File: src/rtl/stepper_trace_pkg.sv
// Shared parameters and output-register encoding for the stepper trace packer.
package stepper_trace_pkg;

  localparam int SYM_W_DEF = 2;
  localparam int SYMS_DEF  = 15;

  // Packed word width for a given symbol width and symbol count.
  function automatic int word_width(input int sym_w, input int syms);
    return sym_w * syms;
  endfunction

  localparam int WORD_W_DEF = word_width(SYM_W_DEF, SYMS_DEF);

  // Output register occupancy.
  localparam logic [0:0] OUT_EMPTY = 1'b0;
  localparam logic [0:0] OUT_HOLD  = 1'b1;

endpackage

File: src/rtl/stepper_trace_packer.sv
// Packs a stream of small trace symbols LSB-first into fixed-width words.
// An accumulator collects symbols; a one-entry output register presents
// finished words to the consumer. Flush emits a partial word.
//
// out_state | meaning
// ----------+--------------------------------------------
// EMPTY     | output register free, word_valid low
// HOLD      | output register holds a word, word_valid high
module stepper_trace_packer
  import stepper_trace_pkg::*;
#(
  parameter  int SYM_W  = SYM_W_DEF,
  parameter  int SYMS   = SYMS_DEF,
  localparam int WORD_W = word_width(SYM_W, SYMS),
  localparam int CNT_W  = $clog2(SYMS + 1)
) (
  input  logic              clk,
  input  logic              reset,
  input  logic              sym_valid,
  input  logic [SYM_W-1:0]  sym_data,
  output logic              sym_ready,
  input  logic              flush,
  output logic [WORD_W-1:0] dct_buffer,
  output logic [CNT_W-1:0]  dct_count,
  output logic              word_valid,
  input  logic              word_ready,
  output logic              overflow,
  input  logic              ovf_clr
);

  localparam logic [CNT_W-1:0] FULL = CNT_W'(SYMS);

  logic [WORD_W-1:0] acc_q, acc_d;
  logic [CNT_W-1:0]  fill_q, fill_d;
  logic              pend_q, pend_d;
  logic [0:0]        out_state_q, out_state_d;
  logic [WORD_W-1:0] word_q, word_d;
  logic [CNT_W-1:0]  cnt_q, cnt_d;
  logic              ovf_q, ovf_d;

  logic              accept;
  logic              out_free;
  logic              flush_eff;
  logic [CNT_W-1:0]  fill_inc;
  logic [WORD_W-1:0] sym_ext;
  logic [WORD_W-1:0] sym_ins;
  logic [WORD_W-1:0] merged;
  logic              load;
  logic [WORD_W-1:0] load_word;
  logic [CNT_W-1:0]  load_cnt;

  // Handshake: stall only when a full accumulator cannot drain this cycle.
  always_comb begin
    out_free  = (out_state_q == OUT_EMPTY) || word_ready;
    sym_ready = !((fill_q == FULL) && (out_state_q == OUT_HOLD) && !word_ready);
    accept    = sym_valid && sym_ready;
    flush_eff = flush || pend_q;
    fill_inc  = fill_q + CNT_W'(accept);
    sym_ext   = WORD_W'(sym_data);
    sym_ins   = sym_ext << (int'(fill_q) * SYM_W);
    merged    = acc_q | (accept ? sym_ins : '0);
  end

  // Next-state: accumulate, transfer to the output register, track flush.
  always_comb begin
    acc_d       = acc_q;
    fill_d      = fill_q;
    pend_d      = pend_q;
    out_state_d = out_state_q;
    word_d      = word_q;
    cnt_d       = cnt_q;
    load        = 1'b0;
    load_word   = '0;
    load_cnt    = '0;

    if (fill_q == FULL) begin
      // A full word left over from an earlier stall; the symbol taken this
      // cycle starts the next word. A flush raised now applies to that new
      // symbol, the full word goes out regardless.
      if (out_free) begin
        load      = 1'b1;
        load_word = acc_q;
        load_cnt  = FULL;
        acc_d     = accept ? sym_ext : '0;
        fill_d    = CNT_W'(accept);
        pend_d    = flush && accept;
      end
    end else if ((fill_inc == FULL) || (flush_eff && (fill_inc != '0))) begin
      if (out_free) begin
        load      = 1'b1;
        load_word = merged;
        load_cnt  = fill_inc;
        acc_d     = '0;
        fill_d    = '0;
        pend_d    = 1'b0;
      end else begin
        // Output busy: keep the word here and remember a partial flush.
        acc_d  = merged;
        fill_d = fill_inc;
        pend_d = flush_eff && (fill_inc != FULL);
      end
    end else begin
      acc_d  = merged;
      fill_d = fill_inc;
      pend_d = 1'b0;
    end

    if (load) begin
      out_state_d = OUT_HOLD;
      word_d      = load_word;
      cnt_d       = load_cnt;
    end else if (word_ready) begin
      out_state_d = OUT_EMPTY;
    end

    // Dropping a symbol outranks a simultaneous clear.
    ovf_d = (sym_valid && !sym_ready) || (ovf_q && !ovf_clr);
  end

  // State registers with asynchronous reset.
  always_ff @(posedge clk or posedge reset) begin
    if (reset) begin
      acc_q       <= '0;
      fill_q      <= '0;
      pend_q      <= 1'b0;
      out_state_q <= OUT_EMPTY;
      word_q      <= '0;
      cnt_q       <= '0;
      ovf_q       <= 1'b0;
    end else begin
      acc_q       <= acc_d;
      fill_q      <= fill_d;
      pend_q      <= pend_d;
      out_state_q <= out_state_d;
      word_q      <= word_d;
      cnt_q       <= cnt_d;
      ovf_q       <= ovf_d;
    end
  end

  // Output drive straight from registers.
  always_comb begin
    dct_buffer = word_q;
    dct_count  = cnt_q;
    word_valid = (out_state_q == OUT_HOLD);
    overflow   = ovf_q;
  end

endmodule

File: config.mk
export PLATFORM = sky130hd
export DESIGN_NAME = stepper_trace_packer
export DESIGN_NICKNAME = d
export VERILOG_FILES = /design/src/rtl/stepper_trace_pkg.sv /design/src/rtl/stepper_trace_packer.sv
export SDC_FILE = /design/constraint.sdc
export NUM_CORES = 1
export LEC_CHECK = 0
export ABC_AREA = 1
export CAP_MARGIN = 20
export CORE_UTILIZATION = 60
export CTS_CLUSTER_SIZE = 8
export DETAILED_ROUTE_END_ITERATION = 10
export PLACE_DENSITY_LB_ADDON = 0.15
export SLEW_MARGIN = 20
export SYNTH_ARGS = -nofsm -noshare
export SYNTH_HDL_FRONTEND = slang
export SYNTH_SLANG_ARGS = --single-unit
export TNS_END_PERCENT = 100
File: constraint.sdc
create_clock -name clk -period 7.4 [get_ports clk]
set_clock_uncertainty 0.05 [all_clocks]
set_input_delay 1.11 -clock clk [delete_from_list [all_inputs] [get_ports clk]]
set_output_delay 1.11 -clock clk [all_outputs]
set_load 0.03 [all_outputs]
==> results.json, run 1 <==
{
  "layout-drive-gt1-share": 0.0649,
  "die_w_um": 80.7,
  "combinationalPowerShare": 0.369,
  "synth_commonest_cells": "nand2_1, nand3_1, dfrtp_1",
  "die_h_um": 80.7,
  "critPathLaunchType": "register",
  "hold_buffers": 0,
  "cp-end-kind": "register",
  "syn_avg_cell_area_sq_um": 7.58,
  "antenna_found_initial": 0,
  "yosys.area.top_type": "dfrtp_1",
  "ys.flop_type": "dfrtp_1",
  "fin_nets": 529,
  "synth_top_area_frac": 0.478,
  "path_class": "register to register",
  "place_hpwl_um": 5790,
  "clock_latency_ps": 350,
  "synthTopCellsByArea": "dfrtp_1, nand2_1, nand3_1",
  "netlist_area_sq_um": 3710,
  "cts.path.max_buffers": 2,
  "yosysSeqAreaShare": 0.478,
  "drt-total-wl_um": 8720,
  "vias": 3408,
  "switching_share": 0.402,
  "numPortBuffers": 44,
  "dp_slack_ps": 2160,
  "wl_per_cell_um": 14.6,
  "ys_warn_count": 0,
  "firstDrtPassIters": 6,
  "core-area_sq_um": 5960,
  "power_switching_mw": 0.525,
  "cp_slowest_cell": "dfrtp_1",
  "cp_max_fo": 42,
  "post_cts_resized": 0,
  "r2r_start": "fill_q[2]$_DFFE_PP0P_",
  "cts_htree_levels": 3,
  "fin_area_sq_um": 4270,
  "area_growth_pct": 15.1,
  "status": "complete, no violations",
  "multi_input_area_sq_um": 1580,
  "viasPerCell": 5.69,
  "ctsRootBufferMaster": "clkbuf_8",
  "routabilityCongestion": 0.929,
  "power_density_nw_per_um2": 305,
  "internal_power_mw": 0.781,
  "cap_violations": 0,
  "r2r-end": "dct_buffer[11]$_DFFE_PP0P_",
  "die_area_sq_um": 6510,
  "r2r_slack_ps": 2010,
  "postRouteAntennaNets": 0,
  "crit_top_cell": "nand2_2",
  "finalCritPeriodShare": 0.729,
  "drc_errors": 0,
  "arrival_ps": 5610,
  "cts_tree": "yes",
  "min_period_ps": 5390,
  "synth-async-reset-ratio": 1.00,
  "cts.sinks": 71,
  "r2r_cells": 16,
  "fmax_mhz": 185,
  "path_cells": "nand2_2 -> nor2_4 -> nand2_2 -> nand2_1 -> inv_1 -> ha_1 -> ha_1 -> nand2_1 -> nand2_2 -> nor2_2 -> nand2_2 -> nand2_2 -> nand3_2 -> inv_2 -> nand2_1 -> nand3_1",
  "peakVddDrop_mv": 0.234,
  "hp-class": "register to register",
  "rsz0062_at_grt": "false",
  "cp.required_ps": 7620,
  "post_cts_buffers": 0,
  "rows": 28,
  "overflow": 0,
  "p_leak_nw": 1.98,
  "timing_hold_violations_final": 0,
  "yosys.cell_types.count": 28,
  "pwr-share-clk": 0.232,
  "regArea_sq_um": 1780,
  "cpLargestDelayFamily": "simple AND/OR/NAND/NOR gates",
  "placed_cell_area_sq_um": 4080,
  "path_depth": 16,
  "diodes": 0,
  "grt_pass1_vias": 3158,
  "cts_inserted_buffers": 9,
  "grt_max_degree": 72,
  "slowest_delay_ps": 760,
  "utilization": 0.718,
  "tightest_slew_ps": 892,
  "grt_first_pass_wirelength_um": 14700,
  "fillers": 474,
  "io_pins": 45,
  "syn-num-nets": 500,
  "syn_inst": 490,
  "drt_iter0_markers": 405,
  "setup_viol": 0,
  "crit_path_end": "dct_buffer[11]$_DFFE_PP0P_",
  "fin_setup_tns_ps": 0,
  "layout_setup_ws_ps": 2010,
  "seq_power_share": 0.398,
  "cts.clk_slew.worst_paths_ps": 80,
  "maxSlewHeadroom": 0.405,
  "start_util": 0.624,
  "synth-seq-cells": 71,
  "crit_buf_inv": 2,
  "yosysMostFrequentCell": "nand2_1",
  "cp-startpoint": "fill_q[2]$_DFFE_PP0P_",
  "drv_slew": 0,
  "synth_edf_count": 0,
  "grtUsageTotal": 0.297
}
==> worst register-to-register path, cell delays in order, from the launching register on <==
cell and delay (ps):
dfrtp_1 760, nand2_2 150, nor2_4 700, nand2_2 680, nand2_1 450, inv_1 80
ha_1 230, ha_1 210, nand2_1 110, nand2_2 90, nor2_2 90, nand2_2 70
nand2_2 60, nand3_2 580, inv_2 730, nand2_1 160, nand3_1 120
==> through the flow <==
stage / instances / hold WS (ps) / total power, mW
6_report: 599 / 440 / 1.31
5_1_grt: 599 / 469 / 1.38
4_1_cts: 599 / 442 / 1.31
3_5_place_dp: 583 / 426 / 1.00
3_3_place_gp: 583 / 423 / 0.987
2_1_floorplan: 490 / 415 / 0.890
==> state kept, by name, indices dropped and copies added (netlist names) <==
register    cells
pend_q          1
overflow        1
fill_q          4
dct_count       4
acc_q          30
word_valid      1
dct_buffer     30
==> logic make-up after synthesis <==
| family | synth area share |
|---|---|
| and+or+nand+nor | 0.342 |
| buffers and inverters | 0.0960 |
| DFF | 0.478 |
| AOI/OAI and AO/OA | 0.0768 |
| adders and majority gates | 0.00674 |
==> layout make-up <==
class | count | area share
inverter | 44 | 0.0395
clock inverter | 4 | 0.0105
tap | 75 | 0.0220
multi-input combinational | 346 | 0.370
sequential | 71 | 0.416
timing repair buffer | 47 | 0.108
clock buffer | 12 | 0.0340
==> per-layer routing <==
layer | track usage | wire [um] | vias to the layer above | part of all wire
met4 | 0.113 | 171 | 0 | 0.020
li1 | - | - | 1650 | -
met2 | 0.477 | 4240 | 107 | 0.49
met5 | 0 | 0 | - | 0
met1 | 0.396 | 3780 | 1635 | 0.43
met3 | 0.0580 | 531 | 16 | 0.061
==> worst min path at each step <==
stage                          start                    endpoint  slack, ps  depth (start not counted)
2_1_floorplan   acc_q[0]$_DFFE_PP0P_   dct_buffer[0]$_DFFE_PP0P_        420                          2
3_3_place_gp   acc_q[13]$_DFFE_PP0P_  dct_buffer[13]$_DFFE_PP0P_        420                          2
3_5_place_dp   acc_q[13]$_DFFE_PP0P_  dct_buffer[13]$_DFFE_PP0P_        430                          2
4_1_cts        acc_q[13]$_DFFE_PP0P_  dct_buffer[13]$_DFFE_PP0P_        440                          2
5_1_grt        acc_q[27]$_DFFE_PP0P_  dct_buffer[27]$_DFFE_PP0P_        470                          2
6_report       acc_q[13]$_DFFE_PP0P_  dct_buffer[13]$_DFFE_PP0P_        440                          2
==> power by group through the flow <==
stage	combinational, mW	clock [mW]	sequential (mW)
finish	0.482	0.303	0.520
floorplan	0.312	0	0.578
global placement	0.465	0	0.522
detailed placement	0.478	0	0.526
global route	0.533	0.323	0.529
CTS	0.480	0.309	0.519
==> placed cells by master (no fill, tap or decap), types with 2 or more instances in the layout <==
| cell | instances |
|---|---|
| a21oi_1 | 24 |
| buf_4 | 3 |
| clkbuf_1 | 2 |
| clkbuf_8 | 10 |
| clkdlybuf4s50_1 | 44 |
| clkinv_2 | 4 |
| dfrtp_1 | 71 |
| ha_1 | 2 |
| inv_1 | 37 |
| inv_2 | 4 |
| nand2_1 | 135 |
| nand2_2 | 6 |
| nand3_1 | 100 |
| nand3b_1 | 2 |
| nand4_1 | 3 |
| nor2_1 | 37 |
| nor2_2 | 2 |
| nor3_1 | 4 |
| o211ai_1 | 2 |
| o21ai_0 | 3 |
| o21ai_1 | 16 |
| o22ai_1 | 7 |
Power figures use the tool's default switching activity.
==> run 2: changes to the inputs <==
- CORE_UTILIZATION: 60 -> 56
- clock period: 7.4 -> 5.6 ns (I/O delays scaled with it)
==> run 2 against run 1 <==
Sequential power up 32%. Power is 37% higher. Cell area is 1.4% higher. Critical endpoint is now dct_buffer[12]$_DFFE_PP0P_.
==> results.json, run 2 (same netlist as run 1, synthesis figures left out) <==
{
  "peakVddDrop_mv": 0.322,
  "switching_share": 0.389,
  "place_hpwl_um": 5980,
  "clock_latency_ps": 350,
  "r2r_slack_ps": 1780,
  "firstDrtPassIters": 5,
  "drt-total-wl_um": 8920,
  "hp-start": "acc_q[14]$_DFFE_PP0P_",
  "post_cts_resized": 0,
  "power_switching_mw": 0.698,
  "layout_setup_ws_ps": 1730,
  "cap_violations": 0,
  "r2r-end": "dct_buffer[12]$_DFFE_PP0P_",
  "hold_buffers": 0,
  "viasPerCell": 5.63,
  "dp_slack_ps": 1400,
  "pwr-share-clk": 0.259,
  "numPortBuffers": 44,
  "post_cts_buffers": 0,
  "drc_errors": 0,
  "die_w_um": 83.4,
  "cp_max_fo": 42,
  "cp-end-kind": "register",
  "start_util": 0.582,
  "internal_power_mw": 1.10,
  "p_leak_nw": 2.01,
  "wl_per_cell_um": 14.8,
  "min_path_cells": 2,
  "r2r_cells": 17,
  "layout-drive-gt1-share": 0.0702,
  "vias": 3398,
  "rows": 29,
  "combinationalPowerShare": 0.359,
  "tightest_slew_ps": 879,
  "fin_nets": 532,
  "setup_viol": 0,
  "grt_first_pass_wirelength_um": 15400,
  "antenna_found_initial": 0,
  "critPathLaunchType": "primary input",
  "grt_max_degree": 72,
  "io_pins": 45,
  "ctsRootBufferMaster": "clkbuf_8",
  "cts_inserted_buffers": 9,
  "status": "complete, no violations",
  "final_cell_mix": "nand2_1, nand3_1, dfrtp_1",
  "cts.path.max_buffers": 2,
  "core-area_sq_um": 6390,
  "cts.clk_slew.worst_paths_ps": 70,
  "finalCritPeriodShare": 0.692,
  "rsz0062_at_grt": "false",
  "hp-class": "register to register",
  "cp.required_ps": 5780,
  "diodes": 0,
  "drt_iter0_markers": 212,
  "timing_hold_violations_final": 0,
  "fin_setup_tns_ps": 0,
  "arrival_ps": 4050,
  "maxSlewHeadroom": 0.414,
  "cts.sinks": 71,
  "die_area_sq_um": 6960,
  "routabilityCongestion": 0.897,
  "fmax_mhz": 258,
  "grtUsageTotal": 0.276,
  "cts_htree_levels": 3,
  "final_common_cell": "nand2_1",
  "die_h_um": 83.4,
  "worstHoldEndpoint": "dct_buffer[14]$_DFFE_PP0P_",
  "path_class": "primary input to register",
  "overflow": 0,
  "drv_slew": 0,
  "power_density_nw_per_um2": 414,
  "grt_pass1_vias": 3279,
  "seq_power_share": 0.382,
  "area_growth_pct": 16.6,
  "min_period_ps": 3870,
  "r2r_start": "fill_q[2]$_DFFE_PP0P_",
  "cts_tree": "yes",
  "postRouteAntennaNets": 0
}
run 2: final cells by class:
| class | instances | area, sq um |
|---|---|---|
| timing repair buffer | 50 | 485 |
| clock inverter | 3 | 65.1 |
| fill | 576 | 2050 |
| multi-input combinational | 346 | 1580 |
| inverter | 44 | 169 |
| clock buffer | 13 | 159 |
| tap | 77 | 96.3 |
| sequential | 71 | 1780 |
run 2: power groups by stage:
stage / Clock [mW] / Sequential, mW / Combinational (mW)
finish: 0.464 / 0.686 / 0.643
detailed placement: 0 / 0.695 / 0.637
CTS: 0.473 / 0.685 / 0.643
global route: 0.494 / 0.701 / 0.700
floorplan: 0 / 0.763 / 0.412
global placement: 0 / 0.691 / 0.628
run 2: critical path, stage by stage:
cell,delay [ps]
clkdlybuf4s50_1,420
nor2_2,220
nand2_2,70
buf_4,260
nand2_1,240
inv_1,70
ha_1,220
ha_1,290
inv_1,100
nand2_1,60
a21oi_1,110
nand2_1,100
nand3_2,90
buf_4,340
inv_2,320
nand2_1,170
nand3_1,100
run 2: stage by stage:
| stage | instances | power [mW] | hold slack, ps | util | instance area (sq um) |
|---|---|---|---|---|---|
| global route | 604 | 1.89 | 469 | 0.678 | 4330 |
| global placement | 588 | 1.32 | 425 | 0.643 | 4110 |
| floorplan | 490 | 1.18 | 415 | - | 3710 |
| CTS | 604 | 1.80 | 446 | 0.678 | 4330 |
| detailed placement | 588 | 1.33 | 429 | 0.643 | 4110 |
| finish | 604 | 1.79 | 445 | 0.678 | 4330 |
run 2: worst max path at each step:
stage	startpoint	end	depth (start not counted)
after floorplan	word_ready	fill_q[0]$_DFFE_PP0P_	15
after global placement	word_ready	dct_count[3]$_DFFE_PP0P_	17
after detailed placement	word_ready	dct_buffer[12]$_DFFE_PP0P_	17
after CTS	word_ready	dct_buffer[12]$_DFFE_PP0P_	17
after global routing	word_ready	dct_buffer[12]$_DFFE_PP0P_	19
final	word_ready	dct_buffer[12]$_DFFE_PP0P_	17
run 2: metal layers:
| layer | wire length [um] | global-route usage | part of all wire | vias to the layer above |
|---|---|---|---|---|
| met5 | 0 | 0 | 0 | - |
| met4 | 159 | 0.0986 | 0.018 | 0 |
| met3 | 426 | 0.0676 | 0.048 | 16 |
| met2 | 4320 | 0.431 | 0.48 | 92 |
| met1 | 4010 | 0.379 | 0.45 | 1633 |
| li1 | - | - | - | 1657 |
